File: src/rtl/lsu_pkg.sv
// ---------------------------------------------------------------------------
// lsu_pkg
// Shared types and helpers for the load/store unit.
//   access_size_t : encoding of the core's req_size field
//   lsu_state_t   : controller states of the load/store unit
//   is_misaligned : alignment/legality test for a request
// ---------------------------------------------------------------------------
package lsu_pkg;

  typedef enum logic [1:0] {
    SIZE_BYTE    = 2'b00,
    SIZE_HALF    = 2'b01,
    SIZE_WORD    = 2'b10,
    SIZE_ILLEGAL = 2'b11
  } access_size_t;

  typedef enum logic [1:0] {
    IDLE,
    READ,
    WRITE,
    RESP
  } lsu_state_t;

  // A request is rejected when its size is illegal or its address is not a
  // multiple of the access size. Bytes can never be misaligned.
  function automatic logic is_misaligned(input access_size_t size,
                                         input logic [1:0]   addr_lo);
    logic bad;
    unique case (size)
      SIZE_BYTE: bad = 1'b0;
      SIZE_HALF: bad = addr_lo[0];
      SIZE_WORD: bad = (addr_lo != 2'b00);
      default:   bad = 1'b1;
    endcase
    return bad;
  endfunction

endpackage

File: src/rtl/load_store_unit_byte_lane_align.sv
// ---------------------------------------------------------------------------
// byte_lane_align
// Purely combinational lane steering between a 32-bit memory word and the
// core's sub-word data (little-endian lanes).
//   i_size        : access size
//   i_unsigned    : zero-extend loads when 1, sign-extend when 0
//   i_lane        : byte address bits [1:0]
//   i_mem_word    : word read from memory
//   i_store_data  : store data, right-justified
//   o_load_value  : lane extracted and extended for the core
//   o_merged_word : i_mem_word with only the addressed lane(s) replaced
// ---------------------------------------------------------------------------
module byte_lane_align
  import lsu_pkg::*;
(
  input  access_size_t i_size,
  input  logic         i_unsigned,
  input  logic [1:0]   i_lane,
  input  logic [31:0]  i_mem_word,
  input  logic [31:0]  i_store_data,
  output logic [31:0]  o_load_value,
  output logic [31:0]  o_merged_word
);

  logic [7:0]  w_byte;
  logic [15:0] w_half;

  always_comb begin
    // NOTE: every output of a combinational block gets a default first so no
    // path through the case leaves it unassigned (which would infer a latch).
    w_byte        = i_mem_word[8*i_lane +: 8];
    w_half        = i_lane[1] ? i_mem_word[31:16] : i_mem_word[15:0];
    o_load_value  = '0;
    o_merged_word = i_mem_word;

    unique case (i_size)
      SIZE_BYTE: begin
        o_load_value = i_unsigned ? {24'd0, w_byte}
                                  : {{24{w_byte[7]}}, w_byte};
        o_merged_word[8*i_lane +: 8] = i_store_data[7:0];
      end
      SIZE_HALF: begin
        o_load_value = i_unsigned ? {16'd0, w_half}
                                  : {{16{w_half[15]}}, w_half};
        if (i_lane[1]) o_merged_word[31:16] = i_store_data[15:0];
        else           o_merged_word[15:0]  = i_store_data[15:0];
      end
      SIZE_WORD: begin
        o_load_value  = i_mem_word;
        o_merged_word = i_store_data;
      end
      default: ;  // illegal size never reaches the datapath
    endcase
  end

endmodule

File: src/rtl/load_store_unit.sv
// ---------------------------------------------------------------------------
// load_store_unit
// Converts byte/half/word loads and stores from the core into accesses to a
// word-only, word-aligned data memory. Sub-word stores are done as
// read-modify-write. One request outstanding; one-cycle response pulse.
//   clock, reset_n            : clock, asynchronous active-low reset
//   req_valid / req_ready     : request handshake (transfer when both high)
//   req_write, req_size,
//   req_unsigned, req_address,
//   req_write_data            : request fields, sampled on transfer only
//   resp_valid                : one-cycle completion pulse
//   resp_read_data, resp_error: response payload, held until next response
//   mem_address               : aligned word address (bits [1:0] = 00)
//   mem_write_enable          : write strobe, high only in WRITE
//   mem_write_data            : full word to write
//   mem_read_data             : combinational read data for mem_address
// ---------------------------------------------------------------------------
module load_store_unit
  import lsu_pkg::*;
#(
  parameter int address_width = 32,
  parameter int word_width    = 32
) (
  input  logic                     clock,
  input  logic                     reset_n,
  input  logic                     req_valid,
  output logic                     req_ready,
  input  logic                     req_write,
  input  logic [1:0]               req_size,
  input  logic                     req_unsigned,
  input  logic [address_width-1:0] req_address,
  input  logic [word_width-1:0]    req_write_data,
  output logic                     resp_valid,
  output logic [word_width-1:0]    resp_read_data,
  output logic                     resp_error,
  output logic [address_width-1:0] mem_address,
  output logic                     mem_write_enable,
  output logic [word_width-1:0]    mem_write_data,
  input  logic [word_width-1:0]    mem_read_data
);

  // The lane logic is built for 32-bit words only.
  if (word_width != 32) begin : g_bad_word_width
    $error("load_store_unit: word_width must be 32");
  end

  lsu_state_t                r_state;
  lsu_state_t                w_next_state;
  logic                      r_write;
  access_size_t              r_size;
  logic                      r_unsigned;
  logic [address_width-1:0]  r_addr;
  logic [word_width-1:0]     r_wdata;      // store data, later the merged word
  logic [word_width-1:0]     r_resp_data;
  logic                      r_resp_error;

  logic                      w_accept;
  access_size_t              w_req_size;
  logic                      w_req_error;
  logic [word_width-1:0]     w_load_value;
  logic [word_width-1:0]     w_merged_word;

  assign w_accept    = req_valid & req_ready;
  assign w_req_size  = access_size_t'(req_size);
  assign w_req_error = is_misaligned(w_req_size, req_address[1:0]);

  byte_lane_align u_align (
    .i_size        (r_size),
    .i_unsigned    (r_unsigned),
    .i_lane        (r_addr[1:0]),
    .i_mem_word    (mem_read_data),
    .i_store_data  (r_wdata),
    .o_load_value  (w_load_value),
    .o_merged_word (w_merged_word)
  );

  // State register. Reset is asynchronous so an in-flight write strobe drops
  // immediately and the pending store is abandoned.
  always_ff @(posedge clock or negedge reset_n) begin
    // NOTE: sequential state uses non-blocking assignments so every register
    // samples pre-edge values regardless of statement order.
    if (!reset_n) r_state <= IDLE;
    else          r_state <= w_next_state;
  end

  // Next-state logic.
  always_comb begin
    w_next_state = r_state;
    unique case (r_state)
      IDLE: begin
        if (w_accept) begin
          if (w_req_error)                               w_next_state = RESP;
          else if (req_write && w_req_size == SIZE_WORD) w_next_state = WRITE;
          else                                           w_next_state = READ;
        end
      end
      READ:    w_next_state = r_write ? WRITE : RESP;
      WRITE:   w_next_state = RESP;
      RESP:    w_next_state = IDLE;
      default: w_next_state = IDLE;
    endcase
  end

  // Outputs decoded from the state register only, so they are glitch-free.
  always_comb begin
    req_ready        = 1'b0;
    resp_valid       = 1'b0;
    mem_write_enable = 1'b0;
    unique case (r_state)
      IDLE:    req_ready        = 1'b1;
      WRITE:   mem_write_enable = 1'b1;
      RESP:    resp_valid       = 1'b1;
      default: ;
    endcase
  end

  // Request latch and response payload.
  always_ff @(posedge clock or negedge reset_n) begin
    if (!reset_n) begin
      r_write      <= 1'b0;
      r_size       <= SIZE_BYTE;
      r_unsigned   <= 1'b0;
      r_addr       <= '0;
      r_wdata      <= '0;
      r_resp_data  <= '0;
      r_resp_error <= 1'b0;
    end else begin
      unique case (r_state)
        IDLE: begin
          if (w_accept) begin
            r_write    <= req_write;
            r_size     <= w_req_size;
            r_unsigned <= req_unsigned;
            r_addr     <= req_address;
            r_wdata    <= req_write_data;
            if (w_req_error) begin
              r_resp_data  <= '0;
              r_resp_error <= 1'b1;
            end
          end
        end
        READ: begin
          if (r_write) begin
            r_wdata <= w_merged_word;
          end else begin
            r_resp_data  <= w_load_value;
            r_resp_error <= 1'b0;
          end
        end
        WRITE: begin
          r_resp_data  <= '0;
          r_resp_error <= 1'b0;
        end
        default: ;
      endcase
    end
  end

  assign mem_address    = {r_addr[address_width-1:2], 2'b00};
  assign mem_write_data = r_wdata;
  assign resp_read_data = r_resp_data;
  assign resp_error     = r_resp_error;

endmodule

File: config.mk
export PLATFORM = sky130hd
export DESIGN_NAME = load_store_unit
export DESIGN_NICKNAME = d
export VERILOG_FILES = /design/src/rtl/lsu_pkg.sv /design/src/rtl/load_store_unit_byte_lane_align.sv /design/src/rtl/load_store_unit.sv
export SDC_FILE = /design/constraint.sdc
export NUM_CORES = 1
export LEC_CHECK = 0
export ABC_AREA = 1
export CAP_MARGIN = 20
export CORE_ASPECT_RATIO = 0.5
export CORE_MARGIN = 2
export CORE_UTILIZATION = 40
export DETAILED_ROUTE_END_ITERATION = 10
export PLACE_DENSITY = 0.72
export RECOVER_POWER = 25
export SLEW_MARGIN = 20
export SYNTH_ARGS = -nofsm -noshare
export SYNTH_HDL_FRONTEND = slang
export SYNTH_SLANG_ARGS = --single-unit
export TNS_END_PERCENT = 10
File: constraint.sdc
create_clock -name clock -period 2.3 [get_ports clock]
set_input_delay 0.575 -clock clock [delete_from_list [all_inputs] [get_ports clock]]
set_output_delay 0.575 -clock clock [all_outputs]
set_load 0.02 [all_outputs]
==> summary.txt, run 1 <==
Ratio of routed vias to standard cells = 4.98
Violations in the final reports = capacitance limit, slew limit
Most common cell after layout, fill and taps aside = sky130_fd_sc_hd__nand2_1
Wire length per cell = 15.9 um
Number of buffers and inverters on the critical path = 1
Post-synth ARST share = 100%
Number of placed instances, taps included = 1161
Number of antenna diodes = 0
CTS-repair resized insts = 0
First-pass GRT wire length = 29900 um
Initial cell density of the core = 41.6%
Antenna violations before repair = 0
Synth top area cells = sky130_fd_sc_hd__dfrtp_1, sky130_fd_sc_hd__nand2_1, sky130_fd_sc_hd__mux2_2, sky130_fd_sc_hd__o21ai_0, sky130_fd_sc_hd__nor2_1
Iteration-0 DRC count of the detailed router = 549
Worst setup startpoint = r_state[1]
Clock sink total = 103
Relative slew slack = -11.7%
Worst R2R End = mem_write_data[23]
CP endpoint = resp_valid
Period utilisation layout = 90.9%
Maximum clock frequency = 478 MHz
Post-synthesis instance area = 6110 sq um
Predominant post-synthesis flop cell = sky130_fd_sc_hd__dfrtp_1
Synth top area share = 42.2%
Family with the most delay on the worst path = buffers and inverters
Worst r2r path cells = 9
Kind of start point of the critical path = flip-flop
Worst hold path type = reg2reg
Sum of overflow across all layers after global routing = 0
Core area = 14700 sq um
List of cells traversed by the critical path = ha_1 > clkdlybuf4s50_1
Setup Skew = 0.0114 ns
Post-Route WL = 18700 um
CTS tree = built
Proportion of layout cells with a drive suffix above 1 = 10.2%
Pleak = 4.12 nW
Number of I/O port buffers = 200
Setup repair after global routing missed its margin = no
Overall die width = 179 um
Number of top-level pins = 203
Pin count of the biggest net entering global routing = 40
Crit path max-delay cell type = sky130_fd_sc_hd__clkdlybuf4s50_1
Area added between synthesis and finish = 38.2%
Max Buffers Root-to-Sink = 2
Number of max-slew violations in the final report = 29
Number of logic stages on the critical path including buffering = 2
Count of synthesis-stage warnings from yosys = 0
TritonCTS Buffers = 9
Setup TNS = 0 ns
Avg Synthesized Cell Area = 7.56 sq um
Rows = 31
Worst skew pair latency = 0.34 ns
Final Wtd Congestion = 0.921
Die Area = 16300 sq um
DR DRC count = 0
Final period demand of the worst path = 2.09 ns
Startpoint of the worst register-to-register path = r_size[0]
Placed wire-length estimate after detailed placement = 14700 um
Cell count after synthesis = 809
Arrival @ worst endpoint = 1.52 ns
Required time reported for the critical path endpoint = 1.73 ns
Overall die height = 91.4 um
Total vias in the final route = 5865
Hold Vio Cnt, Final = 0
# Post-CTS Setup Buffers = 0
Final worst setup slack = 0.209 ns
Antenna Nets Post-Route = 0
Number of buffers added to fix hold violations after cts = 0
1st-pass router iterations = 5
Clock H-tree levels = 3
GRT Overall Usage = 23.3%
Pre-CTS setup slack = 0.239 ns
Sequential area share after synthesis = 42.2%
Number of distinct library cells after synthesis = 31
Cell type with the largest total area after synthesis = sky130_fd_sc_hd__dfrtp_1
Worst setup EP type = primary output
WS Path Type = reg2out
Max rail drop VDD = 0.645 mV
Final Non-Filler Cells = 1177
Commonest cells after routing, fill and taps aside = sky130_fd_sc_hd__nand2_1, sky130_fd_sc_hd__clkdlybuf4s50_1, sky130_fd_sc_hd__dfrtp_1
Number of max-cap violations = 1
Worst-path maximum fanout = 5
Seq cells post-synth = 103
Slack of the worst reg-to-reg path = 0.36 ns
Number of flops mapped to enable cells by yosys = 0
Clock root buffer = sky130_fd_sc_hd__clkbuf_16
# nets final = 1087
Worst-path clk slew = 0.07 ns
Tightest Pin Transition = 1.67 ns
Critical path's largest stage delay = 0.59 ns
Via count of the first global-routing pass = 5717
Power per cell area = 1410 nW/um^2
Final setup violation count = 0
Status = complete, but fails checks
-- where the power goes --
part           total (mW)  leakage [nW]  internal [mW]  switching (mW)
clock network        1.48         0.137          0.758           0.720
registers            3.28          1.29           2.68           0.604
logic                7.17          2.69           3.07            4.10
total                11.9          4.12           6.51            5.43
-- cell usage after synthesis, types with 3 or more instances --
| cell | n |
|---|---|
| sky130_fd_sc_hd__nand3_2 | 3 |
| sky130_fd_sc_hd__buf_4 | 36 |
| sky130_fd_sc_hd__nor2_1 | 76 |
| sky130_fd_sc_hd__ha_1 | 10 |
| sky130_fd_sc_hd__or2_2 | 8 |
| sky130_fd_sc_hd__buf_2 | 21 |
| sky130_fd_sc_hd__nand3_1 | 27 |
| sky130_fd_sc_hd__nor2_8 | 3 |
| sky130_fd_sc_hd__nand2_2 | 3 |
| sky130_fd_sc_hd__inv_2 | 5 |
| sky130_fd_sc_hd__o22ai_1 | 10 |
| sky130_fd_sc_hd__mux2_2 | 31 |
| sky130_fd_sc_hd__nand2_1 | 272 |
| sky130_fd_sc_hd__inv_1 | 66 |
| sky130_fd_sc_hd__clkbuf_1 | 7 |
| sky130_fd_sc_hd__o21ai_1 | 21 |
| sky130_fd_sc_hd__buf_6 | 4 |
| sky130_fd_sc_hd__dfrtp_1 | 103 |
| sky130_fd_sc_hd__a21oi_1 | 24 |
| sky130_fd_sc_hd__o21ai_0 | 57 |
| sky130_fd_sc_hd__o211ai_1 | 10 |
-- worst min path at each step --
stage,start,to,depth (start not counted)
2_1_floorplan,reset_n,mem_write_data[0],0
6_report,mem_write_data[24],mem_write_data[24],2
3_5_place_dp,resp_read_data[13],resp_read_data[13],2
3_3_place_gp,mem_write_data[19],mem_write_data[19],2
5_1_grt,mem_write_data[20],mem_write_data[20],2
4_1_cts,reset_n,mem_write_data[3],1
-- worst register-to-register path, stage by stage (launching register included) --
cell	delay, ns
sky130_fd_sc_hd__dfrtp_1	0.62
sky130_fd_sc_hd__inv_2	0.14
sky130_fd_sc_hd__nor2_8	0.15
sky130_fd_sc_hd__nand2_2	0.21
sky130_fd_sc_hd__nand2_1	0.20
sky130_fd_sc_hd__inv_1	0.12
sky130_fd_sc_hd__nand2_1	0.09
sky130_fd_sc_hd__nand3_1	0.15
sky130_fd_sc_hd__nand2_1	0.10
sky130_fd_sc_hd__nand2_1	0.05
-- routing by layer --
| layer | vias up | track usage (%) | routed length, um |
|---|---|---|---|
| met4 | 0 | 4.13 | 160 |
| met3 | 15 | 5.15 | 1610 |
| li1 | 2844 | - | - |
| met1 | 2760 | 33.2 | 8600 |
| met5 | - | 0 | 0 |
| met2 | 246 | 36.7 | 8310 |
-- final cells by class --
class | instances | area (sq um)
Tap cell | 198 | 248
Fill cell | 1380 | 6260
Clock buffer | 9 | 225
Clock inverter | 7 | 65.1
Inverter | 72 | 273
Sequential cell | 103 | 2580
Multi-Input combinational cell | 566 | 2820
Timing Repair Buffer | 222 | 2240
-- metrics by stage --
| stage | hold WS (ns) | utilization, % | cell area, sq um | total power, mW |
|---|---|---|---|---|
| floorplan | 0.279 | - | 6120 | 7.92 |
| global placement | 0.463 | 55.5 | 8160 | 10.4 |
| detailed placement | 0.466 | 55.5 | 8160 | 10.5 |
| CTS | 0.161 | 57.5 | 8450 | 12.0 |
| global route | 0.503 | 57.4 | 8440 | 12.8 |
| finish | 0.483 | 57.4 | 8440 | 11.9 |
-- sequential cells by signal (all words and copies together) (netlist names) --
register        count
r_unsigned          1
r_size              2
resp_error          1
mem_write_data     32
r_addr             32
r_write             1
r_state             2
resp_read_data     32
-- cell families after synthesis --
group	after synthesis	synth area share [%]
DFF	103	42.2
adders and majority gates	10	2.05
AOI/OAI and AO/OA	126	11.1
muxes	31	5.71
other	1	0.0614
buffers and inverters	141	11.8
and+or+nand+nor	397	27.0
(Power assumes the default switching activity.)
==> run 2: changes to the inputs <==
--- a/config.mk
+++ b/config.mk
@@ -11,10 +11,12 @@
 export CORE_MARGIN = 2
 export CORE_UTILIZATION = 40
 export DETAILED_ROUTE_END_ITERATION = 10
-export PLACE_DENSITY = 0.72
+export PLACE_DENSITY = 0.69
 export RECOVER_POWER = 25
+export SKIP_LAST_GASP = 1
 export SLEW_MARGIN = 20
 export SYNTH_ARGS = -nofsm -noshare
 export SYNTH_HDL_FRONTEND = slang
+export SYNTH_HIERARCHICAL = 1
 export SYNTH_SLANG_ARGS = --single-unit
 export TNS_END_PERCENT = 10
==> run 2 against run 1 <==
  * The flow now finishes without violations
  * Non-clock buffer count grew 11
  * Global-route usage grew 1.6 points
  * Sequential share of layout area shrank 4.3 points
  * First-iteration DRC count grew 30%
  * Critical path type unchanged
  * Largest power group unchanged
  * Highest routed layer unchanged
==> summary.txt, run 2 <==
Post-synthesis instance area = 7490 sq um (+23%)
Multiplexer area fraction after synthesis = 4.96% (-0.75 points)
Cell type with the largest total area after synthesis = sky130_fd_sc_hd__dfrtp_1
First-pass GRT wire length = 38500 um (+29%)
Clock H-tree levels = 3 (unchanged)
Number of buffers and inverters on the critical path = 1 (unchanged)
Hold Vio Cnt, Final = 0 (unchanged)
Portion of total power attributed to combinational logic = 65.7% (+5.6 points)
WS Path Type = reg2out
Psw = 7.28 mW (+34%)
Setup TNS = 0 ns (unchanged)
Setup repair after global routing missed its margin = no
Critical path's largest stage delay = 0.68 ns (+0.09 ns)
Final period demand of the worst path = 2.19 ns (+0.0961 ns)
Number of distinct library cells after synthesis = 32 (+3.2%)
Avg Synthesized Cell Area = 6.75 sq um (-11%)
Iteration-0 DRC count of the detailed router = 713 (+30%)
Synth top area cells = sky130_fd_sc_hd__dfrtp_1, sky130_fd_sc_hd__nand2_1, sky130_fd_sc_hd__o21ai_0, sky130_fd_sc_hd__inv_1, sky130_fd_sc_hd__mux2_2
Initial cell density of the core = 40.7% (-0.84 points)
Most frequent cell after synthesis = sky130_fd_sc_hd__nand2_1
Clock power share = 10.4% (-2.0 points)
Part of the power in registers = 23.9% (-3.6 points)
Via count of the first global-routing pass = 7131 (+25%)
Final Non-Filler Cells = 1512 (+28%)
Max rail drop VDD = 0.637 mV (-1.2%)
Pre-CTS setup slack = 0.101 ns (-0.137 ns)
Arrival @ worst endpoint = 1.61 ns (+0.09 ns)
Clock root buffer = sky130_fd_sc_hd__clkbuf_16
Ratio of routed vias to standard cells = 5.04 (+1.1%)
# nets final = 1381 (+27%)
Final worst setup slack = 0.113 ns (-0.0961 ns)
Post-Route WL = 24500 um (+31%)
Worst-path maximum fanout = 6 (+1)
Worst-path clk slew = 0.07 ns (about the same)
Total vias in the final route = 7616 (+30%)
Share of synthesized cell area in full adder, half adder and majority cells = 1.84% (-0.21 points)
Number of flops mapped to enable cells by yosys = 0 (unchanged)
Worst r2r path cells = 7 (-2)
Core area = 18400 sq um (+25%)
Rows = 35 (+13%)
DR DRC count = 0 (unchanged)
Kind of start point of the critical path = flip-flop
Status = completed
List of cells traversed by the critical path = clkdlybuf4s50_1
Fraction of power spent switching nets = 49.9% (+4.4 points)
Dominant combinational cell family by area after synthesis = simple AND/OR/NAND/NOR gates
# Post-CTS Setup Buffers = 0 (unchanged)
Sum of overflow across all layers after global routing = 0 (unchanged)
CTS tree = built
Final core area utilization = 53.4% (-4.0 points)
Leading post-synthesis cells by instance count = sky130_fd_sc_hd__nand2_1, sky130_fd_sc_hd__inv_1, sky130_fd_sc_hd__o21ai_0
Placed wire-length estimate after detailed placement = 18000 um (+22%)
Cell count after synthesis = 1110 (+37%)
Antenna violations before repair = 0 (unchanged)
Relative slew slack = 37.6% (+49 points)
Max Buffers Root-to-Sink = 2 (unchanged)
Die Area = 19900 sq um (+22%)
Sequential area share after synthesis = 34.4% (-7.8 points)
Worst setup EP type = primary output
Worst R2R End = mem_write_data[3]
Commonest cells after routing, fill and taps aside = sky130_fd_sc_hd__nand2_1, sky130_fd_sc_hd__clkdlybuf4s50_1, sky130_fd_sc_hd__inv_1
Slack of the worst reg-to-reg path = 0.20 ns (-0.16 ns)
Family with the most delay on the worst path = buffers and inverters
Tightest Pin Transition = 0.937 ns (-0.738 ns)
Crit path max-delay cell type = sky130_fd_sc_hd__clkdlybuf4s50_1
Total internal power = 7.32 mW (+13%)
Most common cell after layout, fill and taps aside = sky130_fd_sc_hd__nand2_1
Xor/xnor cell area share of the yosys netlist = 0% (unchanged)
TritonCTS Buffers = 9 (unchanged)
Number of max-cap violations = 0 (-1)
Maximum clock frequency = 457 MHz (-4.4%)
Pleak = 5.07 nW (+23%)
Synth top area share = 34.4% (-7.8 points)
Setup Skew = 0.00936 ns (-0.00200 ns)
Predominant post-synthesis flop cell = sky130_fd_sc_hd__dfrtp_1
Period utilisation layout = 95.1% (+4.2 points)
Number of antenna diodes = 0 (unchanged)
GRT Overall Usage = 24.9% (+1.6 points)
Overall die height = 101 um (+10%)
Post-synth ARST share = 100% (unchanged)
Number of max-slew violations in the final report = 0 (-100%)
Number of placed instances, taps included = 1496 (+29%)
Number of I/O port buffers = 200 (unchanged)
Count of synthesis-stage warnings from yosys = 6 (+6)
Seq cells post-synth = 103 (unchanged)
Number of top-level pins = 203 (unchanged)
Final setup violation count = 0 (unchanged)
Final Wtd Congestion = 0.930 (+0.97%)
Worst skew pair latency = 0.36 ns (+0.02 ns)
Worst hold path type = in2async
1st-pass router iterations = 6 (+1)
Required time reported for the critical path endpoint = 1.73 ns (about the same)
Antenna Nets Post-Route = 0 (unchanged)
Pin count of the biggest net entering global routing = 69 (+73%)
Wire length per cell = 16.2 um (+2.2%)
Clock sink total = 103 (unchanged)
Startpoint of the worst register-to-register path = r_addr[1]
Power per cell area = 1480 nW/um^2 (+5.1%)
Proportion of layout cells with a drive suffix above 1 = 10.6% (+0.40 points)
Share of the synthesized area in compound gates (AO/OA/AOI/OAI) = 12.8% (+1.7 points)
Overall die width = 198 um (+10%)
Area added between synthesis and finish = 31.2%
Simple logic cell fraction of the synthesized area = 32.2% (+5.2 points)
Overall power consumption = 14.6 mW (+22%)
-- run 2: changes by cell type after synthesis, sizes merged, moves of 2 or more --
cell,previous run,this run
nand2,275,422
inv,72,120
nor2,83,44
nand3,31,69
o21ai,79,115
or2,8,32
a21oi,25,43
buf,62,73
a22oi,1,11
clkbuf,7,15
o22ai,10,5
nand3b,0,4
o211ai,10,6
mux2,31,33
-- run 2: cells by family (layout without fill, tap and decap cells) --
| kind of cell | after synthesis | count (layout) |
|---|---|---|
| AOI/OAI and AO/OA | 180 | 180 |
| buffers and inverters | 209 | 370 |
| and+or+nand+nor | 573 | 573 |
| adders and majority gates | 11 | 11 |
| muxes | 33 | 33 |
| DFF | 103 | 103 |
| other | 1 | 2 |
-- run 2: final cells by class --
| type | count | area, sq um |
|---|---|---|
| clock buffers | 9 | 225 |
| clock inverters | 7 | 67.6 |
| fillers | 1835 | 8560 |
| inverters | 121 | 454 |
| multi-input cells | 799 | 3900 |
| flip-flops and latches | 103 | 2580 |
| well taps | 240 | 300 |
| repair buffers | 233 | 2300 |
-- run 2: worst max-delay path by stage --
stage | depth (start not counted) | slack, ns | from | endpoint
6_report | 1 | 0.11 | mem_write_data[1] | mem_write_data[1]
5_1_grt | 7 | 0.02 | r_addr[1] | mem_write_data[3]
4_1_cts | 3 | 0.005 | r_state[0] | mem_write_enable
3_5_place_dp | 11 | 0.10 | mem_read_data[7] | resp_read_data[13]
3_3_place_gp | 9 | 0.16 | mem_read_data[24] | resp_read_data[8]
2_1_floorplan | 11 | 0.22 | r_addr[1] | mem_write_data[20]
-- run 2: repair_timing --
item,in CTS,in global routing
hold endpoints to repair,0,0
setup endpoints to repair,1,1
hold buffers,0,0
gates resized for setup,1,1
-- run 2: power by group through the flow --
stage                     clock network (mW)  logic, mW  registers (mW)
after floorplan                            0       5.84            3.97
after global placement                     0       9.41            3.50
after detailed placement                   0       9.51            3.53
after CTS                               1.57       9.54            3.51
after global routing                    1.66       10.5            3.63
final                                   1.52       9.59            3.49
-- run 2: per-layer routing --
| layer | wire, um | up-vias | track usage (%) | share of wire (%) |
|---|---|---|---|---|
| li1 | - | 3773 | - | - |
| met1 | 11500 | 3500 | 34.3 | 47 |
| met2 | 10700 | 308 | 39.8 | 43 |
| met3 | 1930 | 35 | 5.92 | 7.9 |
| met4 | 394 | 0 | 5.84 | 1.6 |
| met5 | 0 | - | 0 | 0 |
-- run 2: worst register-to-register path: cells and delay by family, from the launching register on --
kind | cells | cell delay, ns
buffers and inverters | 2 | 0.77
AO/OA/AOI/OAI | 4 | 0.68
flip-flops | 1 | 0.37
AND/OR/NAND/NOR | 1 | 0.14
-- run 2: per-stage QoR --
step / instance area (sq um) / hold WS, ns
2_1_floorplan: 7500 / 0.279
5_1_grt: 9830 / 0.199
6_report: 9830 / 0.175
4_1_cts: 9850 / 0.0273
3_5_place_dp: 9560 / 0.419
3_3_place_gp: 9560 / 0.417
==> patch (settings of run 1) <==
Change the parameter `address_width` from 32 to 64.
--- a/src/rtl/load_store_unit.sv
+++ b/src/rtl/load_store_unit.sv
@@ -18,7 +18,7 @@
 module load_store_unit
   import lsu_pkg::*;
 #(
-  parameter int address_width = 32,
+  parameter int address_width = 64,
   parameter int word_width    = 32
 ) (
   input  logic                     clock,
Interface: changed (resized mem_address and req_address); port bits go from 203 to 267. No check against the original RTL was run, so the function may have changed too.
==> patch against run 1 <==
Count of clock-buffer cells in the layout rose by 11; cell area rose by 29%; cell count rose by 30%; die area rose by 26%; synthesized area rose by 27%; global-route usage fell by 0.35 points; critical path depth did not move; setup slack got worse by 140 ps; clock skew fell by 3.4 ps; wire length rose by 28%; via count rose by 26%; non-clock buffer count rose by 74; power rose by 33%; sequential cell count rose by 32; critical path type unchanged; largest cell class unchanged.
==> patch: results (changes against run 1) <==
metric	value	unit	change
Worst Hold Class	in2async		
top post-synthesis cells by area	dfrtp_1 43%, nand2_1 19%, mux2_2 9.0%, nor2_1 6.9%, buf_4 6.4%		
initial antenna violation count	0		unchanged
maxcap violations	0		-1
Netlist cell types	25		-19%
skew final	7.99	ps	-3.37 ps
cell area after placement	10400	sq um	+28%
vias in the first global route	6901		+21%
worst-skew pair later-pin latency	420	ps	+80 ps
wire per inst	15.7	um	-0.92%
drt initial violations	408		-26%
Seq/Total Area, Yosys	0.434		+0.0120
VDD IR max	0.562	mV	-13%
Pleak	5.37	nW	+31%
first-pass GRT wire length	36900	um	+24%
outcome	finished, final reports clean		
metal3 WL	1730	um	+7.0%
worst-margin pin slew	1340	ps	-339 ps
Post-synth top cells	395 x nand2_1, 144 x nor2_1, 135 x dfrtp_1		
CP arrival	1650	ps	+130 ps
worst slack, placed	101	ps	-138 ps
Synth Instances	1038		+28%
CP top delay family	buffers and inverters		
H-tree depth	4		+1
GRT Util Overall	0.230		-0.00353
Post-Route M1 WL	10300	um	+19%
slowest stage delay, CP	610	ps	+20 ps
TritonCTS buffer count	17		+8
input/output buffers	264		+32%
vias after detailed routing	7365		+26%
P_sw	6.96	mW	+28%
largest net degree at the start of global routing	52		+30%
layout cells sized above 1	0.110		+0.00738
hpwl dp	18200	um	+24%
nets@finish	1392		+28%
## patch: power groups by stage
stage | sequential [mW] | clock, mW | combinational, mW
5_1_grt | 4.43 | 2.71 | 9.82
3_3_place_gp | 4.27 | 0 | 8.90
6_report | 4.29 | 2.54 | 9.04
2_1_floorplan | 4.72 | 0 | 5.49
4_1_cts | 4.29 | 2.60 | 9.07
3_5_place_dp | 4.31 | 0 | 9.05
## patch: layer usage
layer  global-route usage  vias to the layer above
met1                0.299                     3464
met3               0.0493                       32
li1                     -                     3586
met4               0.0730                        0
met2                0.390                      283
met5                    0                        -
## patch: logic make-up (layout without fill, tap and decap cells)
| logic type | after synthesis | in the layout | share of synthesized area |
|---|---|---|---|
| compound gates | 62 | 62 | 0.0403 |
| fa+ha+maj | 10 | 10 | 0.0161 |
| buf+inv | 177 | 398 | 0.121 |
| flops | 135 | 135 | 0.434 |
| mux | 62 | 62 | 0.0896 |
| other cells | 1 | 2 | 0.000481 |
| simple gates | 591 | 591 | 0.298 |
## patch: area by class of cell
type | count | area (sq um)
Tap cell | 266 | 333
Clock inverter | 12 | 105
Multi-Input combinational cell | 727 | 3480
Fill cell | 1768 | 8360
Clock buffer | 20 | 437
Timing Repair Buffer | 296 | 2920
Sequential cell | 135 | 3380
Inverter | 70 | 263
## patch: worst paths after layout
path | to | from | cells past startpoint | slack [ps]
min in group clock | resp_read_data[8] | resp_read_data[8] | 2 | 480
worst max-delay path | resp_valid | r_state[1] | 2 | 70
worst max register to register | mem_write_data[29] | r_state[1] | 10 | 230
max in group asynchronous | r_addr[15] | reset_n | 2 | 480
worst min register to register | resp_read_data[8] | resp_read_data[8] | 2 | 480
worst min-delay path | r_addr[20] | reset_n | 1 | 450
## patch: what timing repair did
item,4_1_cts,5_1_grt
hold buffers,0,0
endpoints found under the setup margin,2,0
resized for setup,2,0
